### src/rtl/led_flicker_amm_master.sv
// Avalon-MM initiator for the led_flicker register block: one single-word
// read/write (optionally write-then-verify) transaction per command.
module led_flicker_amm_master #(
   parameter int unsigned       ADDR_W         = 1,
   parameter int unsigned       DATA_W         = 32,
   parameter logic [DATA_W-1:0] VERIFY_MASK    = DATA_W'(32'h0000_FFFF),
   parameter int unsigned       TIMEOUT_CYCLES = 1024
) (
   input  logic              clk_i,
   input  logic              srst_n_i,
   input  logic              cmd_valid_i,
   output logic              cmd_ready_o,
   input  logic              cmd_write_i,
   input  logic              cmd_verify_i,
   input  logic [ADDR_W-1:0] cmd_address_i,
   input  logic [DATA_W-1:0] cmd_writedata_i,
   output logic              rsp_valid_o,
   output logic [1:0]        rsp_status_o,
   output logic [DATA_W-1:0] rsp_readdata_o,
   output logic [ADDR_W-1:0] amm_address_o,
   output logic [DATA_W-1:0] amm_writedata_o,
   output logic              amm_read_o,
   output logic              amm_write_o,
   input  logic [DATA_W-1:0] amm_readdata_i,
   input  logic              amm_readdatavalid_i,
   input  logic              amm_waitrequest_i
);

   localparam int unsigned      CNT_W    = $clog2(TIMEOUT_CYCLES);
   localparam logic [CNT_W-1:0] CNT_LAST = CNT_W'(TIMEOUT_CYCLES - 1);

   localparam logic [1:0] RSP_OK       = 2'b00;
   localparam logic [1:0] RSP_MISMATCH = 2'b01;
   localparam logic [1:0] RSP_TIMEOUT  = 2'b10;

   typedef enum logic [1:0] {
      S_IDLE,
      S_WR,
      S_RD_REQ,
      S_RD_WAIT
   } state_t;

   state_t             state_q, state_d;
   logic [CNT_W-1:0]   timer_q, timer_d;
   logic               verify_q, verify_d;
   logic [ADDR_W-1:0]  addr_d;
   logic [DATA_W-1:0]  wdata_d;
   logic               rsp_valid_d;
   logic [1:0]         rsp_status_d;
   logic [DATA_W-1:0]  rsp_data_d;
   logic               timed_out;
   logic               readback_bad;

   assign timed_out    = (timer_q == CNT_LAST);
   assign readback_bad = |((amm_readdata_i ^ amm_writedata_o) & VERIFY_MASK);

   always_comb begin
      state_d      = state_q;
      verify_d     = verify_q;
      addr_d       = amm_address_o;
      wdata_d      = amm_writedata_o;
      rsp_valid_d  = 1'b0;
      rsp_status_d = rsp_status_o;
      rsp_data_d   = rsp_readdata_o;

      case (state_q)
         S_IDLE: begin
            if (cmd_valid_i && cmd_ready_o) begin
               verify_d = cmd_write_i & cmd_verify_i;
               addr_d   = cmd_address_i;
               wdata_d  = cmd_writedata_i;
               state_d  = cmd_write_i ? S_WR : S_RD_REQ;
            end
         end
         S_WR: begin
            if (!amm_waitrequest_i) begin
               if (verify_q) begin
                  state_d = S_RD_REQ;
               end else begin
                  state_d      = S_IDLE;
                  rsp_valid_d  = 1'b1;
                  rsp_status_d = RSP_OK;
                  rsp_data_d   = '0;
               end
            end else if (timed_out) begin
               state_d      = S_IDLE;
               rsp_valid_d  = 1'b1;
               rsp_status_d = RSP_TIMEOUT;
               rsp_data_d   = '0;
            end
         end
         S_RD_REQ: begin
            if (!amm_waitrequest_i) begin
               state_d = S_RD_WAIT;
            end else if (timed_out) begin
               state_d      = S_IDLE;
               rsp_valid_d  = 1'b1;
               rsp_status_d = RSP_TIMEOUT;
               rsp_data_d   = '0;
            end
         end
         S_RD_WAIT: begin
            // Completion takes priority over a timeout expiring in the same cycle.
            if (amm_readdatavalid_i) begin
               state_d      = S_IDLE;
               rsp_valid_d  = 1'b1;
               rsp_status_d = (verify_q && readback_bad) ? RSP_MISMATCH : RSP_OK;
               rsp_data_d   = amm_readdata_i;
            end else if (timed_out) begin
               state_d      = S_IDLE;
               rsp_valid_d  = 1'b1;
               rsp_status_d = RSP_TIMEOUT;
               rsp_data_d   = '0;
            end
         end
         default: state_d = S_IDLE;
      endcase

      // Every state change (including WR -> RD_REQ) restarts the phase timer.
      if ((state_d != state_q) || (state_q == S_IDLE)) begin
         timer_d = '0;
      end else begin
         timer_d = timer_q + CNT_W'(1);
      end
   end

   always_ff @(posedge clk_i) begin
      if (!srst_n_i) begin
         state_q         <= S_IDLE;
         timer_q         <= '0;
         verify_q        <= 1'b0;
         cmd_ready_o     <= 1'b1;
         rsp_valid_o     <= 1'b0;
         rsp_status_o    <= '0;
         rsp_readdata_o  <= '0;
         amm_address_o   <= '0;
         amm_writedata_o <= '0;
         amm_read_o      <= 1'b0;
         amm_write_o     <= 1'b0;
      end else begin
         state_q         <= state_d;
         timer_q         <= timer_d;
         verify_q        <= verify_d;
         cmd_ready_o     <= (state_d == S_IDLE);
         rsp_valid_o     <= rsp_valid_d;
         rsp_status_o    <= rsp_status_d;
         rsp_readdata_o  <= rsp_data_d;
         amm_address_o   <= addr_d;
         amm_writedata_o <= wdata_d;
         amm_read_o      <= (state_d == S_RD_REQ);
         amm_write_o     <= (state_d == S_WR);
      end
   end

endmodule
### config.mk
export PLATFORM = sky130hd
export DESIGN_NAME = led_flicker_amm_master
export DESIGN_NICKNAME = d
export VERILOG_FILES = /design/src/rtl/led_flicker_amm_master.sv
export SDC_FILE = /design/constraint.sdc
export NUM_CORES = 1
export LEC_CHECK = 0
export ABC_AREA = 1
export CORE_MARGIN = 4
export CORE_UTILIZATION = 30
export DETAILED_ROUTE_END_ITERATION = 10
export GPL_TIMING_DRIVEN = 0
export PLACE_DENSITY_LB_ADDON = 0.2
export SLEW_MARGIN = 0
export SYNTH_ARGS = -nofsm -noshare
export SYNTH_HDL_FRONTEND = slang
export SYNTH_SLANG_ARGS = --single-unit
### constraint.sdc
create_clock -name clk_i -period 2.7 [get_ports clk_i]
set_input_delay 0.405 -clock clk_i [delete_from_list [all_inputs] [get_ports clk_i]]
set_output_delay 0.405 -clock clk_i [all_outputs]
set_load 0.1 [all_outputs]
== Word-level counts from Yosys, hierarchy flattened ==
Index checks and enable logic that the tools add are counted.

* Bits of input ports: 72
* Output and inout bits: 71
* Word-level logic and storage cells: 61
* Register bits: 84

* $add $sub $neg: 1
* Multiplexer cells: 27
* Eq/ne operators: 9
* Reductions and logical operators: 10
* Bitwise gates (word level): 3

{| class="wikitable"
|+ Operator list
! operator !! count
|-
| 2-to-1 mux 32 bit || 5
|-
| case mux 32 bit (3 select lines) || 1
|-
| 2-to-1 mux 2 bit || 12
|-
| OR reduction 16 bit || 1
|-
| bitwise XOR 16 bit || 1
|-
| adder 10 x 1 -> 10 bit, second input constant || 1
|-
| equality test 10 bit, second input constant || 1
|-
| case mux 2 bit (4 select lines) || 1
|-
| equality test 2 bit, second input constant || 3
|-
| 2-to-1 mux 1 bit || 6
|-
| case mux 2 bit (3 select lines) || 1
|-
| equality test 2 x 1 -> 1 bit, second input constant || 2
|-
| zero test 2 bit || 2
|-
| inequality test 3 bit, second input constant || 1
|-
| case mux 1 bit (3 select lines) || 1
|-
| AND reduction 3 bit || 1
|-
| nonzero test 3 bit || 1
|-
| logical AND 1 bit || 2
|-
| inequality test 2 bit || 1
|-
| inequality test 2 bit, second input constant || 1
|-
| AND reduction 2 bit || 1
|-
| OR reduction 2 bit || 1
|-
| bitwise AND 1 bit || 1
|-
| logical OR 1 bit || 1
|-
| inverter 1 bit || 1
|}

== Logic depth before layout (Yosys ltp) ==
Gate-level depths: netlist of run 1.

* Word-level depth: 7
* Gate-level depth with buffers: 12
* Gate-level depth less buffers: 11

== Worst setup path after synthesis of run 1 ==
No wires, ideal clock.

* Path type: reg2reg
* Start: register cmd_ready_o
* End: register amm_writedata_o[10]
* Clock period less this slack: 2087 ps
* Slack: 613 ps
* Arrival time: 1968 ps
* Stages on the path, launching flop included: 7
* Library setup time: 118 ps
* Required time: 2582 ps
* Buffers on the path: 1
* Cells stage by stage: dfxtp_1 > nand2_1 > nor3_4 > clkinv_1 > clkbuf_1 > nor2_1 > nor2_1

* Word-level cells in the longest chain between the ends: 2

{| class="wikitable"
|+ RTL lines
! what !! RTL line !! RTL
|-
| from (decl) || 12 || <nowiki>output logic cmd_ready_o,</nowiki>
|-
| from (signal assigned) || 144 || <nowiki>cmd_ready_o <= (state_d == S_IDLE);</nowiki>
|-
| logical AND 1 bit || 68 || <nowiki>if (cmd_valid_i && cmd_ready_o) begin</nowiki>
|-
| AND reduction 2 bit (no line) || -- ||
|-
| to (signal assigned) || 149 || <nowiki>amm_writedata_o <= wdata_d;</nowiki>
|-
| to (decl) || 21 || <nowiki>output logic [DATA_W-1:0] amm_writedata_o,</nowiki>
|}

Every way passes these cells.
A chain may end at the register's enable or synchronous reset.

== Final worst setup path of run 1 ==
* Start: register amm_writedata_o[15]
* End: output amm_writedata_o[15]

No word-level cell between the ends.

==> flow_summary.ini, run 1 <==
[status]
status = finished, final reports clean

[clock_network]
cts-hold-fix-buffers = 0
clock_latency_ns = 0.34
htreeDepth = 3
clkSinkCount = 84
tritoncts = yes
postCtsSetupBuffers = 0
cts_resized = 0
numCtsBuffers = 9
clockBufferDepth = 2
path_clk_slew_ns = 0.06
cts_root_buffer = clkbuf_16

[die]
die_y_um = 118
die_area_um2 = 13800
fp.coreArea_um2 = 11600
fp.dieW_um = 118
ios = 143
rows = 39
initial_core_util_pct = 31.1

[place]
port_buffers = 141
gp_congestion = 0.774
dp_hpwl_um = 7930
placed_cells = 775

[pwr]
netSwitchingFraction_pct = 37.6
p_clk_share_pct = 31.6
internal-power_mw = 2.45
comb_power_share_pct = 32.6
ir_worst_vdd_mv = 0.347
p_leak_nw = 2.41
power_density_nw_per_um2 = 716
p_switching_mw = 1.48
seq_power_share_pct = 35.8

[timing]
relSlewSlack_pct = 30.6
finalSetupTns_ns = 0
finalCriticalPeriod_ns = 2.33
slew_viol_final = 0
skew_ns = 0.00661
max_clock_freq_mhz = 429
setup_viol = 0
final_hold_viol_count = 0
finalCritPeriodShare_pct = 86.4
worstMarginPinSlew_ns = 1.04
rsz0062_at_grt = false

[finish]
areaGrowthSynthToFinish_pct = 52.4
drive_above_1_share_pct = 7.10
nets = 716
final_util_pct = 47.5
fillers = 1179
antenna_cells = 0
fin_cells = 791

[yosys]
synth_area_per_cell_um2 = 7.33
ys_seq_area_share_pct = 46.7
synth_cell_types = 29
synth-seq-cells = 84
syn_nets = 564
yosysWarningCount = 0
syn_inst = 491
netlist_area_um2 = 3600

[job]
cap_violations = 0

[routing]
num_vias = 3448
drt_iter0_drc = 118
ant_nets = 0
wl_per_cell_um = 13.3
vias_per_cell = 4.36
totalWireLength_um = 10500
firstDrtPassIters = 5
drcViolationCount = 0

[worst_setup_path]
path_cells = clkdlybuf4s50_1
critical_path_buf_inv_count = 1
slowest_delay_ns = 1.18
critPathKind = flop to output port
end_kind = output port
cp-start-kind = flop
arrival_ns = 1.93
cp_data_required_time_ns = 2.30
cpLargestDelayFamily = buffers and inverters
crit_path_max_fanout = 3
slowest_stage = clkdlybuf4s50_1

[global_routing]
grt_usage_pct = 15.4
grt_max_degree = 13
grt-ovfl-total = 0
grt_first_pass_wirelength_um = 17300
antenna_found_initial = 0
grt_pass1_vias = 3478

[hold_path]
hold_path.class = input port to flop
-- kinds of logic (layout without fill, tap and decap cells) --
logic type,Yosys count,in the layout,share of synthesized area [%]
simple gates,261,261,32.0
fa+ha+maj,1,1,0.347
buf+inv,68,225,7.61
xor+xnor,22,22,5.35
flops,84,84,46.7
compound gates,55,55,7.99
-- flip-flops by register name, summed over array words and instances (netlist names) --
signal and cells:
cmd_ready_o 1, amm_address_o 1, verify_q 1, rsp_valid_o 1, rsp_readdata_o 32, amm_write_o 1
timer_q 10, amm_writedata_o 32, rsp_status_o 2, amm_read_o 1, state_q 2
-- synth_stat cells (all sizes together) --
cell / number / area (um2)
nand2: 147 / 569
o211ai: 5 / 37.5
inv: 48 / 180
nand3: 13 / 113
ha: 1 / 12.5
nor2: 92 / 390
nor3: 2 / 21.3
nand3b: 2 / 27.5
xnor2: 15 / 131
clkinv: 2 / 7.51
clkbuf: 9 / 33.8
a21oi: 13 / 65.1
buf: 9 / 52.5
o21ai: 37 / 185
dfxtp: 84 / 1680
nand4: 5 / 31.3
xor2: 7 / 61.3
-- per-stage QoR --
stage	total power, mW	instance area (um2)	worst slack, ns	hold WS (ns)
after floorplan	2.34	3600	0.613	0.428
after global placement	2.71	5190	0.418	0.437
after detailed placement	2.72	5190	0.417	0.444
after CTS	3.99	5490	0.350	0.420
after global routing	4.11	5490	0.341	0.447
final	3.93	5490	0.366	0.429
-- final timing paths --
check	slack [ns]	end	depth (start not counted)	start
worst max register to register	0.84	rsp_readdata_o[27]$_SDFFE_PN0P_	12	timer_q[0]$_SDFF_PP0_
worst max-delay path	0.37	amm_writedata_o[15]	1	amm_writedata_o[15]$_SDFFE_PN0P_
worst min-delay path	0.43	amm_writedata_o[2]$_SDFFE_PN0P_	3	srst_n_i
worst min register to register	0.46	timer_q[0]$_SDFF_PP0_	1	timer_q[0]$_SDFF_PP0_
-- final cells by class --
| class | instances | area (um2) | share of cell area (%) |
|---|---|---|---|
| clock inverter | 1 | 30.0 | 0.547 |
| buffer | 18 | 86.3 | 1.57 |
| tap | 143 | 179 | 3.26 |
| clock buffer | 15 | 268 | 4.88 |
| timing repair buffer | 141 | 1410 | 25.7 |
| inverter | 50 | 188 | 3.42 |
| multi-input combinational | 339 | 1650 | 30.0 |
| sequential | 84 | 1680 | 30.6 |
-- per-layer routing --
metal | vias to the layer above | GRT usage [%] | part of all wire, %
met4 | 0 | 5.86 | 1.6
met5 | - | 0 | 0
met3 | 11 | 5.33 | 6.3
met1 | 1529 | 17.9 | 43
li1 | 1821 | - | -
met2 | 87 | 26.2 | 49
-- layout by cell type (no fill, tap or decap), types with 4 or more instances in the layout --
| master | count |
|---|---|
| xnor2_1 | 15 |
| nand3_1 | 8 |
| dfxtp_1 | 84 |
| buf_1 | 4 |
| o211ai_1 | 5 |
| nor2_1 | 78 |
| nor2_2 | 12 |
| clkdlybuf4s50_1 | 141 |
| clkbuf_1 | 13 |
| a21oi_1 | 13 |
| nand2_1 | 142 |
| xor2_1 | 7 |
| nand4_1 | 5 |
| clkbuf_16 | 9 |
| o21ai_0 | 36 |
| nand2_2 | 4 |
| inv_1 | 45 |
-- power by group through the flow --
stage | clock [mW] | combinational (mW) | sequential, mW
detailed placement | 0 | 1.29 | 1.43
CTS | 1.29 | 1.29 | 1.41
floorplan | 0 | 0.271 | 2.07
global route | 1.34 | 1.35 | 1.42
finish | 1.24 | 1.28 | 1.41
global placement | 0 | 1.28 | 1.43
No activity file was read; power rests on OpenSTA's default activity.
==> inputs of run 2 (changes only) <==
==> constraint.sdc (replaced) <==
create_clock -name clk_i -period 2.5 [get_ports clk_i]
set_input_delay 0.375 -clock clk_i [delete_from_list [all_inputs] [get_ports clk_i]]
set_output_delay 0.375 -clock clk_i [all_outputs]
set_load 0.1 [all_outputs]
==> results of run 2 <==
The final DEF is identical to that of run 1. Status: finished, final reports clean.
Among the figures that moved: setup slack after placement 0.417 ns -> 0.247 ns; setup slack after layout 0.366 ns -> 0.196 ns; hold slack 0.429 ns -> 0.399 ns; register-to-register setup slack 0.84 ns -> 0.64 ns; total power 3.93 mW -> 4.25 mW; worst IR drop on VDD 0.347 mV -> 0.375 mV
